$ cat src/rtl/uart_pkg.sv
// Shared constants and FSM encoding for the FIFO-buffered UART transmitter.
package uart_pkg;

  localparam int unsigned OVERSAMPLE = 8;

  localparam logic [1:0] PAR_NONE = 2'b00;
  localparam logic [1:0] PAR_EVEN = 2'b01;
  localparam logic [1:0] PAR_ODD  = 2'b10;

  typedef enum logic [2:0] {
    ST_IDLE,
    ST_START,
    ST_DATA,
    ST_PARITY,
    ST_STOP
  } tx_state_e;

endpackage

$ cat src/rtl/uart_sync_fifo.sv
// Circular-buffer synchronous FIFO; the extra level bit separates full from empty.
module uart_sync_fifo #(
  parameter int unsigned WIDTH = 8,
  parameter int unsigned DEPTH = 4
) (
  input  logic                     clk,
  input  logic                     rst,
  input  logic                     push,
  input  logic                     pop,
  input  logic [WIDTH-1:0]         din,
  output logic [WIDTH-1:0]         dout,
  output logic                     full,
  output logic                     empty,
  output logic [$clog2(DEPTH):0]   level
);

  localparam int unsigned AW = $clog2(DEPTH);
  localparam int unsigned LW = AW + 1;

  logic [WIDTH-1:0] mem [DEPTH];
  logic [AW-1:0]    wr_ptr;
  logic [AW-1:0]    rd_ptr;
  logic             do_push;
  logic             do_pop;

  assign full    = (level == LW'(DEPTH));
  assign empty   = (level == '0);
  assign do_push = push && !full;
  assign do_pop  = pop && !empty;
  assign dout    = mem[rd_ptr];

  always_ff @(posedge clk) begin
    if (rst) begin
      wr_ptr <= '0;
      rd_ptr <= '0;
      level  <= '0;
    end else begin
      if (do_push) wr_ptr <= wr_ptr + AW'(1);
      if (do_pop)  rd_ptr <= rd_ptr + AW'(1);
      case ({do_push, do_pop})
        2'b10:   level <= level + LW'(1);
        2'b01:   level <= level - LW'(1);
        default: level <= level;
      endcase
    end
  end

  // Storage needs no reset; pointers define what is valid.
  always_ff @(posedge clk) begin
    if (do_push) mem[wr_ptr] <= din;
  end

endmodule

$ cat src/rtl/uart_tx_fifo_cfg.sv
// UART transmitter fed from an AXI-Stream FIFO, with per-frame latched
// prescale, parity and stop-bit settings.
module uart_tx_fifo_cfg
  import uart_pkg::*;
#(
  parameter int unsigned DATA_WIDTH = 8,
  parameter int unsigned FIFO_DEPTH = 4
) (
  input  logic                          clk,
  input  logic                          rst,
  input  logic [DATA_WIDTH-1:0]         s_axis_tdata,
  input  logic                          s_axis_tvalid,
  output logic                          s_axis_tready,
  output logic                          txd,
  output logic                          busy,
  input  logic [15:0]                   prescale,
  input  logic [1:0]                    parity_mode,
  input  logic                          stop_bits,
  output logic [$clog2(FIFO_DEPTH):0]   fifo_level
);

  localparam int unsigned CNT_W = 19;
  localparam int unsigned IDX_W = $clog2(DATA_WIDTH);

  tx_state_e             state;
  logic [DATA_WIDTH-1:0] shreg;
  logic [IDX_W-1:0]      bit_idx;
  logic [CNT_W-1:0]      cnt;
  logic [CNT_W-1:0]      reload;
  logic                  par_en;
  logic                  par_bit;
  logic                  two_stop;
  logic                  stop_second;

  logic [DATA_WIDTH-1:0] fifo_dout;
  logic                  fifo_full;
  logic                  fifo_empty;
  logic                  pop;
  logic [15:0]           ps_eff;
  logic [CNT_W-1:0]      reload_now;

  assign s_axis_tready = !fifo_full;
  assign pop           = (state == ST_IDLE) && !fifo_empty;
  assign ps_eff        = (prescale == 16'd0) ? 16'd1 : prescale;
  assign reload_now    = CNT_W'(ps_eff) * CNT_W'(OVERSAMPLE) - CNT_W'(1);

  uart_sync_fifo #(
    .WIDTH (DATA_WIDTH),
    .DEPTH (FIFO_DEPTH)
  ) u_fifo (
    .clk   (clk),
    .rst   (rst),
    .push  (s_axis_tvalid),
    .pop   (pop),
    .din   (s_axis_tdata),
    .dout  (fifo_dout),
    .full  (fifo_full),
    .empty (fifo_empty),
    .level (fifo_level)
  );

  // txd and busy follow the state one cycle later, keeping every bit period exact.
  always_ff @(posedge clk) begin
    if (rst) begin
      state       <= ST_IDLE;
      txd         <= 1'b1;
      busy        <= 1'b0;
      shreg       <= '0;
      bit_idx     <= '0;
      cnt         <= '0;
      reload      <= '0;
      par_en      <= 1'b0;
      par_bit     <= 1'b0;
      two_stop    <= 1'b0;
      stop_second <= 1'b0;
    end else begin
      busy <= (state != ST_IDLE) || (fifo_level != '0);
      case (state)
        ST_START:  txd <= 1'b0;
        ST_DATA:   txd <= shreg[0];
        ST_PARITY: txd <= par_bit;
        default:   txd <= 1'b1;
      endcase

      case (state)
        ST_IDLE: begin
          if (!fifo_empty) begin
            shreg    <= fifo_dout;
            reload   <= reload_now;
            cnt      <= reload_now;
            par_en   <= (parity_mode == PAR_EVEN) || (parity_mode == PAR_ODD);
            par_bit  <= (^fifo_dout) ^ (parity_mode == PAR_ODD);
            two_stop <= stop_bits;
            state    <= ST_START;
          end
        end
        ST_START: begin
          if (cnt == '0) begin
            cnt     <= reload;
            bit_idx <= '0;
            state   <= ST_DATA;
          end else begin
            cnt <= cnt - CNT_W'(1);
          end
        end
        ST_DATA: begin
          if (cnt == '0) begin
            cnt   <= reload;
            shreg <= shreg >> 1;
            if (bit_idx == IDX_W'(DATA_WIDTH - 1)) begin
              stop_second <= 1'b0;
              state       <= par_en ? ST_PARITY : ST_STOP;
            end else begin
              bit_idx <= bit_idx + IDX_W'(1);
            end
          end else begin
            cnt <= cnt - CNT_W'(1);
          end
        end
        ST_PARITY: begin
          if (cnt == '0) begin
            cnt   <= reload;
            state <= ST_STOP;
          end else begin
            cnt <= cnt - CNT_W'(1);
          end
        end
        ST_STOP: begin
          if (cnt == '0) begin
            if (two_stop && !stop_second) begin
              stop_second <= 1'b1;
              cnt         <= reload;
            end else begin
              state <= ST_IDLE;
            end
          end else begin
            cnt <= cnt - CNT_W'(1);
          end
        end
        default: state <= ST_IDLE;
      endcase
    end
  end

endmodule

$ cat config.mk
export PLATFORM = sky130hd
export DESIGN_NAME = uart_tx_fifo_cfg
export DESIGN_NICKNAME = d
export VERILOG_FILES = /design/src/rtl/uart_pkg.sv /design/src/rtl/uart_sync_fifo.sv /design/src/rtl/uart_tx_fifo_cfg.sv
export SDC_FILE = /design/constraint.sdc
export NUM_CORES = 1
export LEC_CHECK = 0
export CAP_MARGIN = 25
export CELL_PAD_IN_SITES_DETAIL_PLACEMENT = 0
export CELL_PAD_IN_SITES_GLOBAL_PLACEMENT = 1
export CORE_MARGIN = 1
export CORE_UTILIZATION = 53
export CTS_CLUSTER_SIZE = 30
export DETAILED_ROUTE_END_ITERATION = 6
export DONT_BUFFER_PORTS = 1
export PLACE_DENSITY = 0.8
export SLEW_MARGIN = 20
export SYNTH_ARGS = -nofsm -noshare
export SYNTH_HDL_FRONTEND = slang
export SYNTH_SLANG_ARGS = --single-unit
$ cat constraint.sdc
create_clock -name clk -period 8 [get_ports clk]
set_input_delay 1.6 -clock clk [delete_from_list [all_inputs] [get_ports clk]]
set_output_delay 1.6 -clock clk [all_outputs]
set_load 0.1 [all_outputs]
# Word level (Yosys, flattened, before mapping)
# Memory sizes are Yosys's and may differ from the RTL's. A register that Yosys moved wholly into a read port is not among the register bits.
# Cells that the tools add are included.
[word_totals] mem_bits_rw=32 in_bits=30 n_memories=1 reg_bits=65
[classes] bitwise=2 reduce_logical=28 eq_ne=20 add_sub_neg=7 muxes=33
[memory_table] name="u_fifo.mem" words=4 word_bits=8 read_ports=1 rd_ports_with_merged_regs=1 wr=1 line="uart_sync_fifo.sv:20" source="logic [WIDTH-1:0] mem [DEPTH];"
[op_table] cell="$mux W19" n=4
[op_table] cell="$pmux W19 S3" n=1
[op_table] cell="$sub A19 B1 Y19 const B" n=2
[op_table] cell="$mux W3" n=11
[op_table] cell="$logic_not A19 Y1" n=1
[op_table] cell="$ne A2 B2 Y1 const B" n=9
[op_table] cell="$logic_not A16 Y1" n=1
[op_table] cell="$mux W16" n=1
[op_table] cell="$mux W8" n=2
[op_table] cell="$pmux W8 S2" n=1
[op_table] cell="$pmux W3 S5" n=1
[op_table] cell="$pmux W3 S2" n=2
[op_table] cell="$eq A3 B3 Y1 const B" n=3
[op_table] cell="$reduce_bool A3 Y1" n=3
[op_table] cell="$reduce_bool A2 Y1" n=4
[op_table] cell="$reduce_xor A8 Y1" n=1
[op_table] cell="$reduce_and A7 Y1" n=1
[op_table] cell="$add A3 B1 Y3 const B" n=2
[op_table] cell="$eq A3 B2 Y1 const B" n=2
[op_table] cell="$logic_not A3 Y1" n=2
[op_table] cell="$mux W1" n=6
[op_table] cell="$reduce_and A3 Y1" n=2
[op_table] cell="$reduce_and A5 Y1" n=1
[op_table] cell="$add A2 B1 Y2 const B" n=2
[op_table] cell="other kinds (16)" n=25

# Longest topological paths before layout
# Gate-level depths: netlist of the first run.
[depth] depth_word=6 ltp_mapped=11 ltp_nobuf=11

# Cells and area by module
# From an unflattened synthesis of the first run, not the netlist that was laid out.
[hier_totals] cells_unflattened=532 area_unflattened_um2=5086.1
[modules_own_cells] mod="uart_tx_fifo_cfg" area_each_um2=3455.8 cells_per_inst=436 n_inst=1 seq_area_each_um2=1121.1
[modules_own_cells] mod="uart_sync_fifo" area_each_um2=1630.3 cells_per_inst=96 n_inst=1 seq_area_each_um2=1141.1

# Least setup slack after synthesis of the first run
# Ideal clock, no wire load.
[synth_path] path_type="input -> register" start="in prescale[6]" end="reg cnt[17]" setup_time_ns=0.119 t_arrival_ns=3.883 path_slack_ns=3.998 required_ns=7.881 stages=11 cell_sequence="nor4_1 -> nand3_1 -> nor3_1 -> nor2_1 -> ha_1 -> nor2b_1 -> nand3_1 -> or4_1 -> xor2_1 -> o21ai_0 -> o221a_2"
[synth_between] elab_chain_cells=5
[synth_rtl] item="start, declared" line="uart_tx_fifo_cfg.sv:16" source="input logic [15:0] prescale,"
[synth_rtl] item="$logic_not A16 Y1" line="uart_tx_fifo_cfg.sv:44" source="assign ps_eff = (prescale == 16'd0) ? 16'd1 : prescale;"
[synth_rtl] item="$mux W16 (*)" line="uart_tx_fifo_cfg.sv:44"
[synth_rtl] item="$sub A19 B1 Y19 (*)" line="uart_tx_fifo_cfg.sv:45" source="assign reload_now = CNT_W'(ps_eff) * CNT_W'(OVERSAMPLE) - CNT_W'(1);"
[synth_rtl] item="$mux W19 (*)" line="uart_tx_fifo_cfg.sv:87" source="if (!fifo_empty) begin"
[synth_rtl] item="$pmux W19 S3 (*)" line="uart_tx_fifo_cfg.sv:85" source="case (state)"
[synth_rtl] item="end signal, assigned" line="uart_tx_fifo_cfg.sv:90" source="cnt <= reload_now;"
[synth_rtl] item="end signal, assigned" line="uart_tx_fifo_cfg.sv:99" source="cnt <= reload;"
[synth_rtl] item="end signal, assigned" line="uart_tx_fifo_cfg.sv:103" source="cnt <= cnt - CNT_W'(1);"
[synth_rtl] item="end, declared" line="uart_tx_fifo_cfg.sv:28" source="logic [CNT_W-1:0] cnt;"
# Mark *: on every way between the ends. The rest lies on a longest branch, timed or not. The select of a mux whose other input is x is not followed.
# A chain may end at the register's enable or synchronous reset.

# Worst setup path after layout of the first run
[layout_path] start="reg u_fifo.level[0]" end="out s_axis_tready"
[layout_between] elab_chain_cells=2
[layout_rtl] item="start, declared" line="uart_sync_fifo.sv:14" source="output logic [$clog2(DEPTH):0] level"
[layout_rtl] item="start signal, assigned" line="uart_sync_fifo.sv:41" source="2'b10: level <= level + LW'(1);"
[layout_rtl] item="start signal, assigned" line="uart_sync_fifo.sv:42" source="2'b01: level <= level - LW'(1);"
[layout_rtl] item="start signal, assigned" line="uart_sync_fifo.sv:43" source="default: level <= level;"
[layout_rtl] item="$eq A3 B3 Y1" line="uart_sync_fifo.sv:26" source="assign full = (level == LW'(DEPTH));"
[layout_rtl] item="$logic_not A1 Y1" line="uart_tx_fifo_cfg.sv:42" source="assign s_axis_tready = !fifo_full;"
[layout_rtl] item="end, declared" line="uart_tx_fifo_cfg.sv:13" source="output logic s_axis_tready,"
# Every way passes these cells.

==> flow_metrics.py, run 1 <==
metrics = {
    "synth": {
        "synth_largest_area_cell": "dfxtp_1",
        "synth.avg_cell_area_um2": 9.55,
        "synth_top_flop_cell": "dfxtp_1",
        "synthesis.nets": 550,
        "yosysWarnings": 0,
        "synth_top_area_share_pct": 26.8,
        "synth-seq-cells": 97,
        "netlist_area_mm2": 0.00486,
        "synth_area_leaders": "dfxtp_1, edfxtp_1, nor2_1",
        "ys_seq_area_share_pct": 46.5,
        "synth_most_common_cell": "dfxtp_1",
        "synth_commonest_cells": "dfxtp_1, nor2_1, nand2_1, a21oi_1, edfxtp_1",
        "synth_cell_types": 63,
        "postSynth.asyncResetShare_pct": 0,
        "syn_inst": 509,
        "synth-edff-count": 32,
    },
    "cells_and_area": {
        "area_growth_pct": 5.07,
        "antenna_cells": 0,
        "fin_util_pct": 58.0,
        "nNetsFinal": 533,
        "layout.cells.non_filler": 605,
        "drive_gt1_share_pct": 8.45,
    },
    "critical_path": {
        "critPathLaunch": "u_fifo.level[0]$_SDFFE_PP0P_",
        "timing.rr.start": "u_fifo.level[2]$_SDFFE_PP0P_",
        "required_ps": 6400,
        "critPathTopFamily": "flip-flops",
        "crit_chain": "inv_1, nand3_1, buf_16",
        "path_max_fanout": 4,
        "path_class": "reg2out",
        "arrival_ps": 2060,
        "startpoint_type": "flip-flop",
        "critPathMaxStageDelay_ps": 1020,
        "cp_slowest_cell": "dfxtp_1",
        "endpoint_kind": "primary output",
        "path_buf_inv": 2,
    },
    "routing": {
        "routedWlPerCell_um": 17.3,
        "drc": 2,
        "vias": 3638,
        "ant_nets": 0,
        "routed_wl_um": 10500,
        "viasPerCell": 6.01,
        "drt_first_pass_iters": 7,
        "drtIter0Drc": 175,
    },
    "die": {
        "start_util_pct": 55.2,
        "core_area_mm2": 0.00881,
        "die_y_um": 97.8,
        "core.rowCount": 34,
        "die_w_um": 97.8,
        "dieArea_mm2": 0.00956,
        "ioPinCount": 36,
    },
    "sta": {
        "post-route-min-period_ps": 3660,
        "slew_viol_final": 0,
        "fin_worst_skew_ps": 17.5,
        "setup_viol": 0,
        "fin_ws_ps": 4340,
        "rsz0062_at_grt": "false",
        "slew_headroom_pct": 30.5,
        "tightest_slew_ps": 1040,
        "fin_tns_setup_ps": 0,
        "report.final.hold_viol_count": 0,
        "timing.final.crit_share_pct": 45.7,
        "fmax_ghz": 0.273,
    },
    "clock_network": {
        "htree_levels": 3,
        "clock_path_buffers": 2,
        "tritoncts": "built",
        "cts_made_buffers": 9,
        "cts_root_buf": "clkbuf_8",
        "clkSinkCount": 97,
        "clock_latency_ps": 380,
        "postCtsSetupRepairBufs": 0,
        "post_cts_resized": 0,
        "path_clk_slew_ps": 100,
        "cts_hold_buffers": 0,
    },
    "global_route": {
        "grt_pass1_vias": 3368,
        "grt_max_degree": 62,
        "antenna_found_initial": 0,
        "grt_pass1_wl_um": 17300,
        "grt_use_total_pct": 23.4,
        "grt_overflow": 0,
    },
    "place": {
        "io_buffers": 0,
        "dp_hpwl_um": 7080,
        "place_congestion": 0.815,
        "place_ws_ps": 3940,
        "dp_cells": 588,
    },
    "power": {
        "finalPower_mw": 1.94,
        "ir_drop_mv": 0.256,
        "power_density_mw_per_mm2": 380,
        "leakage_nw": 1.80,
    },
    "min_path": {
        "hp-start": "reload[13]$_SDFFE_PP0P_",
        "hold_path.class": "reg2reg",
    },
    "run": {
        "maxCapViolCount": 0,
    },
    "status": {
        "violations": "DRC",
        "status": "finished with violations",
    },
}
-- state kept, by name, summed over array words and instances (netlist names), named ones only --
name / count
u_fifo.wr_ptr: 2
cnt: 19
par_en: 1
two_stop: 1
busy: 1
state: 3
bit_idx: 3
stop_second: 1
u_fifo.mem: 32
reload: 17
u_fifo.rd_ptr: 2
txd: 1
shreg: 8
u_fifo.level: 3
par_bit: 1
-- layer usage --
layer	wire length, µm	part of all wire [%]	track usage (%)
met1	5230	50	35.6
met5	0	0	0
met4	102	0.97	6.76
met3	638	6.1	5.51
met2	4510	43	33.3
-- cells in the final DEF (no fill, tap or decap), types with 2 or more instances in the layout --
| master | netlist | layout |
|---|---|---|
| mux2_2 | 2 | 2 |
| a211oi_1 | 15 | 15 |
| inv_8 | 0 | 3 |
| or3_1 | 9 | 9 |
| nand2_1 | 51 | 51 |
| o211ai_1 | 10 | 10 |
| o21ai_0 | 26 | 26 |
| dfxtp_1 | 65 | 65 |
| a221oi_1 | 4 | 4 |
| buf_4 | 0 | 2 |
| nand4b_1 | 2 | 2 |
| xor2_1 | 11 | 11 |
| nand3_1 | 11 | 11 |
| edfxtp_1 | 32 | 32 |
| inv_1 | 15 | 15 |
| and2_1 | 3 | 3 |
| clkbuf_8 | 0 | 9 |
| mux4_2 | 8 | 8 |
| nor2b_1 | 2 | 2 |
| nor4_1 | 9 | 9 |
| ha_1 | 10 | 10 |
| nor2_1 | 53 | 53 |
| or4_1 | 5 | 5 |
| a21o_1 | 3 | 3 |
| a211o_1 | 2 | 2 |
| a32o_1 | 2 | 2 |
| a21oi_1 | 36 | 35 |
| clkinv_4 | 0 | 2 |
| o21a_1 | 2 | 2 |
| nor3_1 | 15 | 15 |
| a311oi_1 | 11 | 11 |
| nand2b_1 | 8 | 8 |
| and3_1 | 6 | 6 |
| xnor2_1 | 19 | 19 |
-- cell type report --
class	instances	area [µm²]
Multi-Input combinational cell	363	2400
Inverter	16	60.1
Clock inverter	7	76.3
Fill cell	801	3700
Tap cell	108	135
Sequential cell	97	2260
Clock buffer	9	124
Timing Repair Buffer	5	51.3
-- power breakdown --
group          internal, mW  switching [mW]  total (mW)
Sequential            0.633           0.167       0.800
Clock                 0.125           0.196       0.320
Combinational         0.345           0.475       0.820
-- worst min-delay path, stage by stage (launching register included) --
cell     delay (ps)
dfxtp_1         320
nand2_1          50
a21oi_1          60
-- kinds of logic (layout without fill, tap and decap cells) --
logic type,Yosys count,after routing,synth area share [%]
AND/OR/NAND/NOR,186,186,19.1
XOR/XNOR,31,31,5.87
AO/OA/AOI/OAI,123,123,16.6
buffers and inverters,49,37,4.20
multiplexers,12,12,4.68
flip-flops,97,97,46.5
adder cells (fa/ha/maj),11,11,2.99
-- through the flow --
stage,instance area (µm²),hold WS [ps]
2_1_floorplan,4860,431
3_3_place_gp,4870,438
3_5_place_dp,4900,445
4_1_cts,5100,459
5_1_grt,5110,486
6_report,5110,460
-- worst paths after layout --
check | to | slack, ps | depth (start not counted)
setup / recovery | s_axis_tready | 4340 | 3
hold / removal | reload[13]$_SDFFE_PP0P_ | 460 | 2
setup reg to reg | u_fifo.level[2]$_SDFFE_PP0P_ | 4720 | 9
hold reg to reg | reload[13]$_SDFFE_PP0P_ | 460 | 2
(Power assumes the default switching activity.)
==> run 2: changes to the inputs <==
--- a/config.mk
+++ b/config.mk
@@ -9,11 +9,11 @@
 export CELL_PAD_IN_SITES_DETAIL_PLACEMENT = 0
 export CELL_PAD_IN_SITES_GLOBAL_PLACEMENT = 1
 export CORE_MARGIN = 1
-export CORE_UTILIZATION = 53
+export CORE_UTILIZATION = 45
 export CTS_CLUSTER_SIZE = 30
 export DETAILED_ROUTE_END_ITERATION = 6
 export DONT_BUFFER_PORTS = 1
-export PLACE_DENSITY = 0.8
+export PLACE_DENSITY = 0.72
 export SLEW_MARGIN = 20
 export SYNTH_ARGS = -nofsm -noshare
 export SYNTH_HDL_FRONTEND = slang
==> constraint.sdc (replaced) <==
create_clock -name clk -period 3.2 [get_ports clk]
set_input_delay 0.64 -clock clk [delete_from_list [all_inputs] [get_ports clk]]
set_output_delay 0.64 -clock clk [all_outputs]
set_load 0.1 [all_outputs]
==> flow_metrics.py, run 2 (same netlist as run 1, synthesis figures left out) <==
metrics = {
    "die": {
        "die_w_um": 106,
        "die_y_um": 106,
        "core.rowCount": 37,
        "ioPinCount": 36,
        "core_area_mm2": 0.0104,
        "start_util_pct": 46.7,
        "dieArea_mm2": 0.0112,
    },
    "sta": {
        "report.final.hold_viol_count": 0,
        "tightest_slew_ps": 926,
        "rsz0062_at_grt": "false",
        "fin_worst_skew_ps": 15.7,
        "timing.final.crit_share_pct": 86.4,
        "fmax_ghz": 0.362,
        "fin_ws_ps": 437,
        "slew_viol_final": 0,
        "slew_headroom_pct": 38.2,
        "post-route-min-period_ps": 2760,
        "fin_tns_setup_ps": 0,
        "setup_viol": 0,
    },
    "critical_path": {
        "worstRegToRegCells": 6,
        "regToRegEndpoint": "cnt[11]$_SDFFE_PP0P_",
        "endpoint_kind": "flip-flop",
        "timing.rr.start": "cnt[7]$_SDFFE_PP0P_",
        "path_class": "reg2reg",
        "required_ps": 3470,
        "path_max_fanout": 16,
        "crit_chain": "or4_4, or3_4, or3_1, mux2_4, a211oi_2, nor3_1",
        "r2r_slack_ps": 440,
        "arrival_ps": 3040,
        "startpoint_type": "flip-flop",
        "cp_slowest_cell": "or3_1",
        "critPathMaxStageDelay_ps": 670,
    },
    "place": {
        "io_buffers": 0,
        "place_congestion": 0.794,
        "place_ws_ps": 259,
        "dp_cells": 629,
        "dp_hpwl_um": 7570,
        "dpl_cell_area_mm2": 0.00503,
    },
    "power": {
        "power_density_mw_per_mm2": 947,
        "ir_drop_mv": 0.430,
        "leakage_nw": 1.85,
    },
    "routing": {
        "routedWlPerCell_um": 16.9,
        "drtIter0Drc": 251,
        "drc": 0,
        "drt_first_pass_iters": 5,
        "viasPerCell": 5.72,
        "ant_nets": 0,
        "vias": 3688,
        "routed_wl_um": 10900,
    },
    "min_path": {
        "hp-start": "rst",
        "hold_path.class": "in2reg",
        "hold_end": "shreg[2]$_SDFFE_PP0P_",
        "worstHoldPathCells": 1,
    },
    "clock_network": {
        "cts_root_buf": "clkbuf_8",
        "cts_made_buffers": 9,
        "clock_path_buffers": 2,
        "tritoncts": "built",
        "clock_latency_ps": 390,
        "post_cts_resized": 0,
        "htree_levels": 3,
        "path_clk_slew_ps": 120,
        "cts_hold_buffers": 0,
        "postCtsSetupRepairBufs": 0,
        "clkSinkCount": 97,
    },
    "cells_and_area": {
        "drive_gt1_share_pct": 11.0,
        "layout_common_cells": "dfxtp_1, nor2_1, nand2_1",
        "regMostFlops": "u_fifo.mem",
        "layout.cells.non_filler": 645,
        "largest_register_ffs": 32,
        "postLayoutCellArea_mm2": 0.00523,
        "final_common_cell": "dfxtp_1",
        "top_regs": "u_fifo.mem (32), cnt (19), reload (17)",
        "nNetsFinal": 545,
        "num-fill-cells": 978,
        "multi_input_area_mm2": 0.00241,
        "seq_area_mm2": 0.00226,
        "fin_util_pct": 50.2,
        "antenna_cells": 0,
        "area_growth_pct": 7.57,
    },
    "global_route": {
        "grt_pass1_wl_um": 17800,
        "grt_use_total_pct": 20.6,
        "antenna_found_initial": 0,
        "grt_pass1_vias": 3399,
        "grt_max_degree": 62,
        "grt_overflow": 0,
    },
    "status": {
        "status": "completed",
    },
    "run": {
        "maxCapViolCount": 0,
    },
}
==> run 2: metal layers <==
metal / GRT usage, % / part of all wire (%)
met1: 31.5 / 50
met2: 29.0 / 44
met3: 3.00 / 4.5
met4: 8.04 / 1.6
met5: 0 / 0
==> run 2: critical path: cells and delay by family, from the launching register on <==
family | cells | cell delay [ps]
flip-flops | 1 | 380
AND/OR/NAND/NOR | 4 | 1660
AO/OA/AOI/OAI | 1 | 210
multiplexers | 1 | 410
==> run 2: worst max path at each step <==
stage,from,endpoint,depth (start not counted)
6_report,cnt[7]$_SDFFE_PP0P_,cnt[11]$_SDFFE_PP0P_,6
5_1_grt,cnt[7]$_SDFFE_PP0P_,cnt[11]$_SDFFE_PP0P_,6
4_1_cts,cnt[7]$_SDFFE_PP0P_,cnt[11]$_SDFFE_PP0P_,6
3_5_place_dp,prescale[10],cnt[17]$_SDFFE_PP0P_,11
3_3_place_gp,prescale[11],cnt[17]$_SDFFE_PP0P_,10
2_1_floorplan,prescale[6],cnt[17]$_SDFFE_PP0P_,11
==> run 2: power by group <==
group | internal, mW | switching [mW] | leakage [nW] | total, mW
registers | 1.58 | 0.327 | 0.830 | 1.91
logic | 0.926 | 1.30 | 0.922 | 2.23
clock network | 0.313 | 0.501 | 0.103 | 0.813
==> run 2: cell type report <==
| type | instances | area share (%) |
|---|---|---|
| sequential | 97 | 43.3 |
| multi-input combinational | 363 | 46.0 |
| timing repair buffer | 17 | 2.44 |
| clock inverter | 7 | 1.46 |
| clock buffer | 9 | 2.37 |
| tap | 136 | 3.25 |
| inverter | 16 | 1.15 |
==> run 2: per-stage QoR <==
stage	power, mW	hold WS, ps
floorplan	3.65	431
global placement	4.15	437
detailed placement	4.17	442
CTS	4.98	292
global route	5.33	294
finish	4.95	307
